**src/rtl/seg7_pkg.sv**
```systemverilog
// seg7_pkg
//   Shared definitions for the seven-segment stream decoder and the display
//   encoder: segment patterns ({g,f,e,d,c,b,a}, bit 0 = a), letter codes,
//   the 16-entry message table and the message-tracker state encoding.
package seg7_pkg;

  typedef logic [3:0] sym_code_t;
  typedef logic [6:0] seg_pattern_t;

  localparam int unsigned MSG_LEN = 16;

  // Letter codes
  localparam sym_code_t CODE_U       = 4'd0;
  localparam sym_code_t CODE_A       = 4'd1;
  localparam sym_code_t CODE_B       = 4'd2;
  localparam sym_code_t CODE_C       = 4'd3;
  localparam sym_code_t CODE_DASH    = 4'd4;
  localparam sym_code_t CODE_E       = 4'd5;
  localparam sym_code_t CODE_L       = 4'd6;
  localparam sym_code_t CODE_T       = 4'd7;
  localparam sym_code_t CODE_R       = 4'd8;
  localparam sym_code_t CODE_O       = 4'd9;
  localparam sym_code_t CODE_N       = 4'd10;
  localparam sym_code_t CODE_I       = 4'd11;
  localparam sym_code_t CODE_INVALID = 4'd15;

  // Segment patterns {g,f,e,d,c,b,a}
  localparam seg_pattern_t PAT_U    = 7'b0111110;
  localparam seg_pattern_t PAT_A    = 7'b1110111;
  localparam seg_pattern_t PAT_B    = 7'b1111100;
  localparam seg_pattern_t PAT_C    = 7'b0111001;
  localparam seg_pattern_t PAT_DASH = 7'b1000000;
  localparam seg_pattern_t PAT_E    = 7'b1111001;
  localparam seg_pattern_t PAT_L    = 7'b0111000;
  localparam seg_pattern_t PAT_T    = 7'b0110001;
  localparam seg_pattern_t PAT_R    = 7'b1010000;
  localparam seg_pattern_t PAT_O    = 7'b0111111;
  localparam seg_pattern_t PAT_N    = 7'b1010100;
  localparam seg_pattern_t PAT_I    = 7'b0110000;
  localparam seg_pattern_t PAT_BLANK = 7'b0000000;

  // Message tracker states
  typedef enum logic [0:0] {
    ST_SEARCH = 1'b0,
    ST_TRACK  = 1'b1
  } track_state_t;

  // Message "U A B C - E L E C T R O N I C A", indexed 0..15
  function automatic sym_code_t msg_entry(input logic [3:0] idx);
    sym_code_t code;
    case (idx)
      4'd0:    code = CODE_U;
      4'd1:    code = CODE_A;
      4'd2:    code = CODE_B;
      4'd3:    code = CODE_C;
      4'd4:    code = CODE_DASH;
      4'd5:    code = CODE_E;
      4'd6:    code = CODE_L;
      4'd7:    code = CODE_E;
      4'd8:    code = CODE_C;
      4'd9:    code = CODE_T;
      4'd10:   code = CODE_R;
      4'd11:   code = CODE_O;
      4'd12:   code = CODE_N;
      4'd13:   code = CODE_I;
      4'd14:   code = CODE_C;
      4'd15:   code = CODE_A;
      default: code = CODE_INVALID;
    endcase
    return code;
  endfunction

  // Letter code back to its segment pattern (display side); unknown codes blank
  function automatic seg_pattern_t code_to_pattern(input sym_code_t code);
    seg_pattern_t pat;
    case (code)
      CODE_U:    pat = PAT_U;
      CODE_A:    pat = PAT_A;
      CODE_B:    pat = PAT_B;
      CODE_C:    pat = PAT_C;
      CODE_DASH: pat = PAT_DASH;
      CODE_E:    pat = PAT_E;
      CODE_L:    pat = PAT_L;
      CODE_T:    pat = PAT_T;
      CODE_R:    pat = PAT_R;
      CODE_O:    pat = PAT_O;
      CODE_N:    pat = PAT_N;
      CODE_I:    pat = PAT_I;
      default:   pat = PAT_BLANK;
    endcase
    return pat;
  endfunction

endpackage

```
**src/rtl/seg7_pattern_lut.sv**
```systemverilog
// seg7_pattern_lut
//   Combinational map from a segment pattern to its letter code.
//   Ports:
//     pattern  in  7  segment pattern {g,f,e,d,c,b,a}
//     code     out 4  letter code, 15 when the pattern is not a letter
//     invalid  out 1  high when the pattern is not in the letter table
module seg7_pattern_lut
  import seg7_pkg::*;
(
  input  logic [6:0] pattern,
  output logic [3:0] code,
  output logic       invalid
);

  // Pattern lookup; anything outside the letter table is invalid
  always_comb begin
    code    = CODE_INVALID;
    invalid = 1'b1;
    case (pattern)
      PAT_U:    begin code = CODE_U;    invalid = 1'b0; end
      PAT_A:    begin code = CODE_A;    invalid = 1'b0; end
      PAT_B:    begin code = CODE_B;    invalid = 1'b0; end
      PAT_C:    begin code = CODE_C;    invalid = 1'b0; end
      PAT_DASH: begin code = CODE_DASH; invalid = 1'b0; end
      PAT_E:    begin code = CODE_E;    invalid = 1'b0; end
      PAT_L:    begin code = CODE_L;    invalid = 1'b0; end
      PAT_T:    begin code = CODE_T;    invalid = 1'b0; end
      PAT_R:    begin code = CODE_R;    invalid = 1'b0; end
      PAT_O:    begin code = CODE_O;    invalid = 1'b0; end
      PAT_N:    begin code = CODE_N;    invalid = 1'b0; end
      PAT_I:    begin code = CODE_I;    invalid = 1'b0; end
      default:  begin code = CODE_INVALID; invalid = 1'b1; end
    endcase
  end

endmodule

```
**src/rtl/seg7_stream_decoder.sv**
```systemverilog
// seg7_stream_decoder
//   Synchronizes an asynchronous seven-segment pattern, accepts a pattern once
//   it has been stable for STABLE_CYCLES synchronized cycles, decodes it to a
//   letter code and tracks the message "U A B C - E L E C T R O N I C A".
//   Ports:
//     clk        in  1  rising-edge clock
//     reset      in  1  synchronous, active-high reset
//     seg_in     in  7  asynchronous segment pattern {g,f,e,d,c,b,a}
//     sym_valid  out 1  one-cycle pulse per accepted pattern
//     sym_code   out 4  code of the last accepted pattern (15 = not a letter)
//     sym_err    out 1  pulse with sym_valid when the pattern is not a letter
//     locked     out 1  high while the tracker follows the message
//     msg_pos    out 4  message index of the last matched symbol
//     msg_done   out 1  one-cycle pulse when index 15 is matched
//     err_count  out 8  saturating count of sequence breaks
module seg7_stream_decoder
  import seg7_pkg::*;
#(
  parameter int unsigned STABLE_CYCLES = 4
) (
  input  logic       clk,
  input  logic       reset,
  input  logic [6:0] seg_in,
  output logic       sym_valid,
  output logic [3:0] sym_code,
  output logic       sym_err,
  output logic       locked,
  output logic [3:0] msg_pos,
  output logic       msg_done,
  output logic [7:0] err_count
);

  localparam logic [7:0] STABLE_MAX = 8'(STABLE_CYCLES);
  localparam logic [7:0] ACCEPT_CNT = 8'(STABLE_CYCLES - 1);

  logic [6:0]   sync1_r;
  logic [6:0]   sync2_r;
  logic [6:0]   prev_r;
  logic [6:0]   last_acc_r;
  logic [7:0]   stab_cnt_r;
  logic [7:0]   stab_cnt_next_s;
  logic         accept_s;
  logic [3:0]   lut_code_s;
  logic         lut_invalid_s;

  logic         sym_valid_r;
  logic [3:0]   sym_code_r;
  logic         sym_err_r;

  track_state_t state_r;
  track_state_t state_next_s;
  logic [3:0]   msg_pos_r;
  logic [3:0]   msg_pos_next_s;
  logic         msg_done_r;
  logic         msg_done_next_s;
  logic         locked_r;
  logic [7:0]   err_count_r;
  logic         err_inc_s;
  sym_code_t    expected_s;

  seg7_pattern_lut u_lut (
    .pattern (sync2_r),
    .code    (lut_code_s),
    .invalid (lut_invalid_s)
  );

  // Two-flop synchronizer plus previous-cycle copy for change detection
  always_ff @(posedge clk) begin
    if (reset) begin
      sync1_r <= 7'b0000000;
      sync2_r <= 7'b0000000;
      prev_r  <= 7'b0000000;
    end else begin
      sync1_r <= seg_in;
      sync2_r <= sync1_r;
      prev_r  <= sync2_r;
    end
  end

  // Stability counter next value: clear on change, otherwise count up to STABLE_MAX
  always_comb begin
    stab_cnt_next_s = stab_cnt_r;
    if (sync2_r != prev_r) begin
      stab_cnt_next_s = 8'd0;
    end else if (stab_cnt_r < STABLE_MAX) begin
      stab_cnt_next_s = stab_cnt_r + 8'd1;
    end else begin
      stab_cnt_next_s = stab_cnt_r;
    end
  end

  // The counter passes STABLE_CYCLES-1 exactly once per run, so a held
  // pattern is accepted once; last_acc_r blocks re-acceptance after a glitch.
  assign accept_s = (stab_cnt_next_s == ACCEPT_CNT) && (sync2_r != last_acc_r);

  // Stability counter register
  always_ff @(posedge clk) begin
    if (reset) begin
      stab_cnt_r <= 8'd0;
    end else begin
      stab_cnt_r <= stab_cnt_next_s;
    end
  end

  // Accepted-symbol registers
  always_ff @(posedge clk) begin
    if (reset) begin
      last_acc_r  <= 7'b0000000;
      sym_valid_r <= 1'b0;
      sym_code_r  <= CODE_INVALID;
      sym_err_r   <= 1'b0;
    end else begin
      sym_valid_r <= accept_s;
      sym_err_r   <= accept_s && lut_invalid_s;
      if (accept_s) begin
        last_acc_r <= sync2_r;
        sym_code_r <= lut_code_s;
      end
    end
  end

  assign expected_s = msg_entry(msg_pos_r + 4'd1);

  // Message tracker next state, position, done pulse and error increment
  always_comb begin
    state_next_s    = state_r;
    msg_pos_next_s  = msg_pos_r;
    msg_done_next_s = 1'b0;
    err_inc_s       = 1'b0;
    if (accept_s) begin
      case (state_r)
        ST_SEARCH: begin
          if (!lut_invalid_s && (lut_code_s == CODE_U)) begin
            state_next_s   = ST_TRACK;
            msg_pos_next_s = 4'd0;
          end else begin
            state_next_s   = ST_SEARCH;
          end
        end
        ST_TRACK: begin
          if (!lut_invalid_s && (lut_code_s == expected_s)) begin
            msg_pos_next_s  = msg_pos_r + 4'd1;
            msg_done_next_s = (msg_pos_r == 4'd14);
          end else begin
            err_inc_s = 1'b1;
            // A U restarts the message rather than dropping lock
            if (!lut_invalid_s && (lut_code_s == CODE_U)) begin
              state_next_s   = ST_TRACK;
              msg_pos_next_s = 4'd0;
            end else begin
              state_next_s   = ST_SEARCH;
            end
          end
        end
        default: begin
          state_next_s = ST_SEARCH;
        end
      endcase
    end else begin
      state_next_s = state_r;
    end
  end

  // Message tracker registers
  always_ff @(posedge clk) begin
    if (reset) begin
      state_r     <= ST_SEARCH;
      msg_pos_r   <= 4'd0;
      msg_done_r  <= 1'b0;
      locked_r    <= 1'b0;
      err_count_r <= 8'd0;
    end else begin
      state_r    <= state_next_s;
      msg_pos_r  <= msg_pos_next_s;
      msg_done_r <= msg_done_next_s;
      locked_r   <= (state_next_s == ST_TRACK);
      if (err_inc_s && (err_count_r != 8'hFF)) begin
        err_count_r <= err_count_r + 8'd1;
      end
    end
  end

  assign sym_valid = sym_valid_r;
  assign sym_code  = sym_code_r;
  assign sym_err   = sym_err_r;
  assign locked    = locked_r;
  assign msg_pos   = msg_pos_r;
  assign msg_done  = msg_done_r;
  assign err_count = err_count_r;

endmodule

```
**config.mk**
```make
export PLATFORM = sky130hd
export DESIGN_NAME = seg7_stream_decoder
export DESIGN_NICKNAME = d
export VERILOG_FILES = /design/src/rtl/seg7_pkg.sv /design/src/rtl/seg7_pattern_lut.sv /design/src/rtl/seg7_stream_decoder.sv
export SDC_FILE = /design/constraint.sdc
export NUM_CORES = 1
export LEC_CHECK = 0
export ABC_AREA = 1
export CAP_MARGIN = 20
export CORE_AREA = 2 2 86 88
export CTS_CLUSTER_DIAMETER = 60
export CTS_CLUSTER_SIZE = 20
export DETAILED_ROUTE_END_ITERATION = 12
export DIE_AREA = 0 0 88 90
export GPL_ROUTABILITY_DRIVEN = 0
export PLACE_DENSITY = 0.69
export SYNTH_ARGS = -nofsm -noshare
export SYNTH_HDL_FRONTEND = slang
export SYNTH_SLANG_ARGS = --single-unit
export TNS_END_PERCENT = 30
```
**constraint.sdc**
```tcl
create_clock -name clk -period 2.4 [get_ports clk]
set_input_delay 0.48 -clock clk [delete_from_list [all_inputs] [get_ports clk]]
set_output_delay 0.48 -clock clk [all_outputs]
set_load 0.02 [all_outputs]
```
* Word-level counts from Yosys, hierarchy flattened
Memory sizes are Yosys's and may differ from the RTL's.
Index checks and enable logic that the tools add are counted.
** Cells by class
- Multipliers :: 0
- Div/mod/pow operators :: 0
- Bitwise logic cells :: 3
- Equal/unequal tests :: 18
- Muxes and demuxes :: 13
- Reductions and logical operators :: 8
- Shifts and indexed selects :: 0
- $add $sub $neg :: 3
- Magnitude comparators :: 1
** Operators with widths (count)
- 4-bit case mux with 12 select lines :: 1
- 7-bit by 6-bit equality test with 1-bit output (second input constant) :: 6
- 7-bit equality test (second input constant) :: 6
- 8-bit by 1-bit adder with 8-bit output (second input constant) :: 2
- 8-bit two-way mux :: 2
- 7-bit != test :: 2
- 12-bit OR reduction :: 1
- 8-bit by 2-bit equality test with 1-bit output (second input constant) :: 1
- 8-bit by 3-bit less-than comparator with 1-bit output (second input constant) :: 1
- 4-bit two-way mux :: 2
- 8-bit != test (second input constant) :: 1
- 4-bit case mux with 2 select lines :: 1
- 1-bit two-way mux :: 6
- 1-bit logical AND :: 5
- 4-bit by 1-bit adder with 4-bit output (second input constant) :: 1
- 4-bit equality test :: 1
- 4-bit equality test (second input constant) :: 1
- 4-bit zero test :: 1
- 4-bit OR reduction :: 1
- 1-bit NOT :: 3
- 1-bit case mux with 2 select lines :: 1
** Word-level totals
- Output and inout bits :: 20
- Bits of input ports :: 9
- Bits in writable memories :: 0
- Register bits after elaboration :: 56
- Word-level logic and storage cells :: 59
- Latch bits :: 0
- Memory bits (read-only) :: 64
- Memories :: 1
** Memories
- (no name shown) :: words 16, width 4, read ports 1, clocked after Yosys merged registers in 0, wr ports 0, line seg7_pkg.sv:51 : case (idx)

* Longest topological paths before layout
Gate-level depths: netlist of the first run.
- Word-level depth :: 8
- Mapped depth :: 19
- Mapped depth without buffers :: 19

* Modules after synthesis
A second synthesis of the first run with hierarchy kept.
** Unflattened totals
- Cell total of the unflattened synthesis :: 432
- Area total of the unflattened synthesis :: 2926.6 um^2
** Modules (own cells, without submodules)
- seg7_stream_decoder :: cells an instance 373, instances 1, sequential area each 1121.1 um^2, area an instance 2662.6 um^2
- seg7_pattern_lut :: cells an instance 59, instances 1, sequential area each 0.0 um^2, area an instance 264.0 um^2

* Worst setup path after synthesis of the first run
OpenSTA, ideal clock, no wires.
- Kind :: register -> register
- From :: register msg_pos_r[0], in the netlist msg_pos[0]
- To :: register msg_pos_r[1], in the netlist msg_pos[1]
- Setup slack :: 0.274 ns
- Cell stages (with the launch flop) :: 15
- Required time :: 2.267 ns
- Data arrival time :: 1.992 ns
- Clock period less this slack :: 2.126 ns
- Buffers on the path :: 0
- Setup time :: 0.133 ns
- Cell sequence :: dfxtp_1 -> ha_1 -> nand2_1 -> nand2_1 -> inv_1 -> o21ai_0 -> inv_1 -> nand3_1 -> nand2_2 -> nor2_4 -> nand2_4 -> nor2_8 -> inv_4 -> nand3_1 -> a21oi_2
** On the way
- Longest elaborated chain between the ends :: 6
** RTL lines
- start, declared :: line seg7_stream_decoder.sv:52 : logic [3:0] msg_pos_r;
- start signal, assigned :: line seg7_stream_decoder.sv:174 : msg_pos_r <= msg_pos_next_s;
- 4-bit by 1-bit adder with 4-bit output (*) :: line seg7_stream_decoder.sv:122, seg7_stream_decoder.sv:142
- memory read 16 x 4 bit
- 4-bit equality test :: line seg7_stream_decoder.sv:141 : if (!lut_invalid_s && (lut_code_s == expected_s)) begin
- 1-bit logical AND :: line seg7_stream_decoder.sv:141
- 4-bit two-way mux (*) :: line seg7_stream_decoder.sv:141
- 4-bit case mux with 2 select lines (*) :: line seg7_stream_decoder.sv:131 : case (state_r)
Mark *: on every way between the ends. The rest lies on a longest branch, timed or not.
A chain may end at the register's enable or synchronous reset.

* Worst setup path after layout of the first run
- From :: register msg_pos_r[1], in the netlist msg_pos[1]
- To :: register msg_pos_r[1], in the netlist msg_pos[1]
** On the way
- Longest elaborated chain between the ends :: 6
- Elaborated cells between the ends (all ways) :: 7
- Classes of those cells :: 1 x add/sub; 1 x eq/ne; 3 x mux; 1 x reduce/logical; 1 x memory
** RTL lines (line)
- 4-bit by 1-bit adder with 4-bit output :: seg7_stream_decoder.sv:122, seg7_stream_decoder.sv:142
- memory read 16 x 4 bit
- 4-bit equality test :: seg7_stream_decoder.sv:141
- 1-bit logical AND :: seg7_stream_decoder.sv:141
- 4-bit two-way mux :: seg7_stream_decoder.sv:141
- 4-bit case mux with 2 select lines (*) :: seg7_stream_decoder.sv:131
Marked as above.

==> results of run 1 <==
## critical path: cells and delay by family, from the launching register on
| kind | cells | cell delay (ps) |
|---|---|---|
| AND/OR/NAND/NOR | 12 | 1020 |
| flip-flops | 1 | 460 |
| buffers and inverters | 4 | 280 |
| adder cells (fa/ha/maj) | 1 | 210 |
| AO/OA/AOI/OAI | 1 | 60 |
## layout make-up
cell class / instances / area [um2]
clock inverters: 3 / 22.52
fillers: 692 / 3507
clock buffers: 5 / 68.82
inverters: 63 / 240.2
flip-flops and latches: 56 / 1127
well taps: 99 / 123.9
repair buffers: 31 / 315.3
multi-input cells: 297 / 1615
## routing by layer
layer	track usage, %	part of all wire (%)
met3	3.214	3.0
met4	5.641	1.9
met1	21.50	48
met5	0	0
met2	26.45	47
## path summary, 6_finish.rpt
check	start	endpoint	slack, ps	cells after the start
max	msg_pos[1]	msg_pos[1]	240	18
min	sync1_r[5]	sync2_r[5]	400	2
max reg2reg	msg_pos[1]	msg_pos[1]	240	18
min reg2reg	sync1_r[5]	sync2_r[5]	400	2
## cell families after synthesis
kind of cell / count (synthesis)
flip-flops: 56
XOR/XNOR: 8
buffers and inverters: 75
AO/OA/AOI/OAI: 38
AND/OR/NAND/NOR: 245
adder cells (fa/ha/maj): 6
## through the flow
step | setup slack (ps) | power (uW) | cell area (um2)
floorplan | 274.5 | 1103 | 3044
global placement | 168.1 | 1140 | 3416
detailed placement | 141.2 | 1143 | 3416
CTS | 108.0 | 1675 | 3507
global route | 26.56 | 1727 | 3513
finish | 243.4 | 1654 | 3513
## power by group through the flow
| stage | logic [uW] | clock network [uW] | registers [uW] |
|---|---|---|---|
| final | 156 | 534 | 964 |
| after global routing | 175 | 584 | 968 |
| after CTS | 158 | 553 | 964 |
| after detailed placement | 158 | 0 | 985 |
| after global placement | 155 | 0 | 985 |
| after floorplan | 125 | 0 | 978 |
## cells in the mapped netlist, types with 2 or more instances
master    number  area [um2]
ha_1           6       75.07
nand2_1       95       356.6
xnor2_1        5       43.79
clkbuf_1       4       15.01
buf_2          3       15.01
nor3_1         7       35.03
a21oi_2        4       35.03
nor2_1        68       255.2
o21ai_0       11       55.05
a21oi_1       13       65.06
nand3_1       27       135.1
nand4_1        6       37.54
nand3_2        2       20.02
o21ai_1        3       15.01
inv_2          6       22.52
nand2_4        3       33.78
nor2_2         9       56.30
dfxtp_1       56        1121
nor2_8         3       60.06
inv_1         54       202.7
o21bai_1       2       15.01
nor2_4         5       56.30
buf_4          3       22.52
nand2_2       12       75.07
nand3_4        3       52.55
xor2_1         2       17.52
## timing repair
item / 4_1_cts / 5_1_grt
hold endpoints to repair: 0 / 0
setup endpoints to repair: 0 / 12
resized for setup: 0 / 5
## flip-flops by register name, summed over array words and instances, names as in the netlist, 4 cells and up
register    cells
err_count       8
last_acc_r      7
msg_pos         4
prev_r          7
stab_cnt_r      8
sym_code        4
sync1_r         7
sync2_r         7
==> impl_metrics.json, run 1 <==
{
  "start_util_pct": 43.36,
  "setup_tns_ps": 0,
  "areaGrowthSynthToFinish_pct": 15.41,
  "htreeDepth": 2,
  "layout_commonest_cell": "nand2_1",
  "switching_share_pct": 26.35,
  "ir_worst_vdd_v": 0.0003299,
  "hold_ws_ps": 401.9,
  "yosysWarnings": 0,
  "p_clk_share_pct": 32.3,
  "antenna_found_initial": 0,
  "period_share_pct": 89.86,
  "slowest_stage": "dfxtp_1",
  "final_util_pct": 50.04,
  "netlist_instances": 428,
  "async_flop_share_pct": 0,
  "routed_wl_mm": 5.992,
  "final_hold_viol_count": 0,
  "synth.mux.area_fraction_pct": 0,
  "p_comb_share_pct": 9.4,
  "ant_nets": 0,
  "crit_required_ps": 2610,
  "final_layout_size_suffix_gt1_share_pct": 15.38,
  "synth_top_family_by_area": "simple AND/OR/NAND/NOR gates",
  "synthFlopType": "dfxtp_1",
  "wl_per_cell_um": 10.82,
  "switchingPower_uw": 435.9,
  "clock_latency_ps": 310,
  "ys_ff_latch": 56,
  "overflow": 0,
  "synthSimpleGateAreaFrac_pct": 40.24,
  "grt_max_degree": 41,
  "hold_class": "flip-flop to flip-flop",
  "grt_pass1_vias": 2393,
  "outcome": "complete, no violations",
  "ctsRootBufferMaster": "clkbuf_8",
  "cp_data_arrival_time_ps": 2370,
  "power.density_mw_per_mm2": 470.7,
  "dieArea_mm2": 0.007920,
  "yosysSeqAreaShare_pct": 36.83,
  "clock_sinks": 56,
  "tightestPinTransition_ps": 544.5,
  "vias_per_cell": 4.686,
  "path_class": "flip-flop to flip-flop",
  "yosysUniqueCellTypes": 42,
  "die-height_um": 90,
  "cts_tree": "done",
  "grt_pass1_wl_mm": 10.51,
  "core_mm2": 0.007020,
  "crit_path_start_kind": "flip-flop",
  "synth_area_per_cell_um2": 7.113,
  "intPower_uw": 1218,
  "hpwlAfterDp_mm": 4.501,
  "cts_setup_buffers": 0,
  "drc": 0,
  "antenna_cells": 0,
  "rows": 31,
  "cts_buffer_depth": 2,
  "num-nets-final": 469,
  "final_cell_mix": "nand2_1, nor2_1, inv_1",
  "cts-buffers-inserted": 5,
  "cap_viol_max_count": 0,
  "leakagePower_uw": 0.001588,
  "synth-adder-area-share_pct": 2.466,
  "drt_iter0_drc": 86,
  "max_slew_margin_pct": 63.66,
  "worst_path_largest_cell_delay_ps": 460,
  "cp-end-kind": "flip-flop",
  "die_x_um": 88,
  "syn-cell-area_mm2": 0.003044,
  "synth_compound_area_share_pct": 7.809,
  "rsz0062_at_grt": "no",
  "critPathMaxFanout": 8,
  "syn-num-nets": 443,
  "track_usage_pct": 16.35,
  "port-buffer-count": 28,
  "crit_top_cell": "nand2_1",
  "io_pins": 29,
  "fin_crit_ps": 2157,
  "synth_edf_count": 0,
  "clk_pin_slew_ps": 100,
  "crit_chain": "ha_1, inv_1, nand2_1, nand2_1, inv_1, nand2_1, nand2_1, nand2_1, nand2_1, inv_1, nand3_1, nand2_1, nor2_4, nand2_4, nor2_8, inv_4, nand3_1, a21oi_2",
  "dr.pass1.iters": 4,
  "slew_violations": 0,
  "ctsHoldBuffers": 0,
  "seqPwrFrac_pct": 58.3,
  "fin_cells": 554,
  "synth_xor_area_share_pct": 2.548,
  "vias": 2596,
  "setup_violations": 0,
  "final.setup_skew_ps": 7.178,
  "max_freq_mhz": 463.7,
  "dpl.cell_count": 546
}
No activity file was read; power rests on OpenSTA's default activity.
==> inputs of run 2 (changes only) <==
Settings changed: CAP_MARGIN 20 to default.
==> results of run 2 <==
No change in the layout: final DEF, timing and power equal those of run 1.
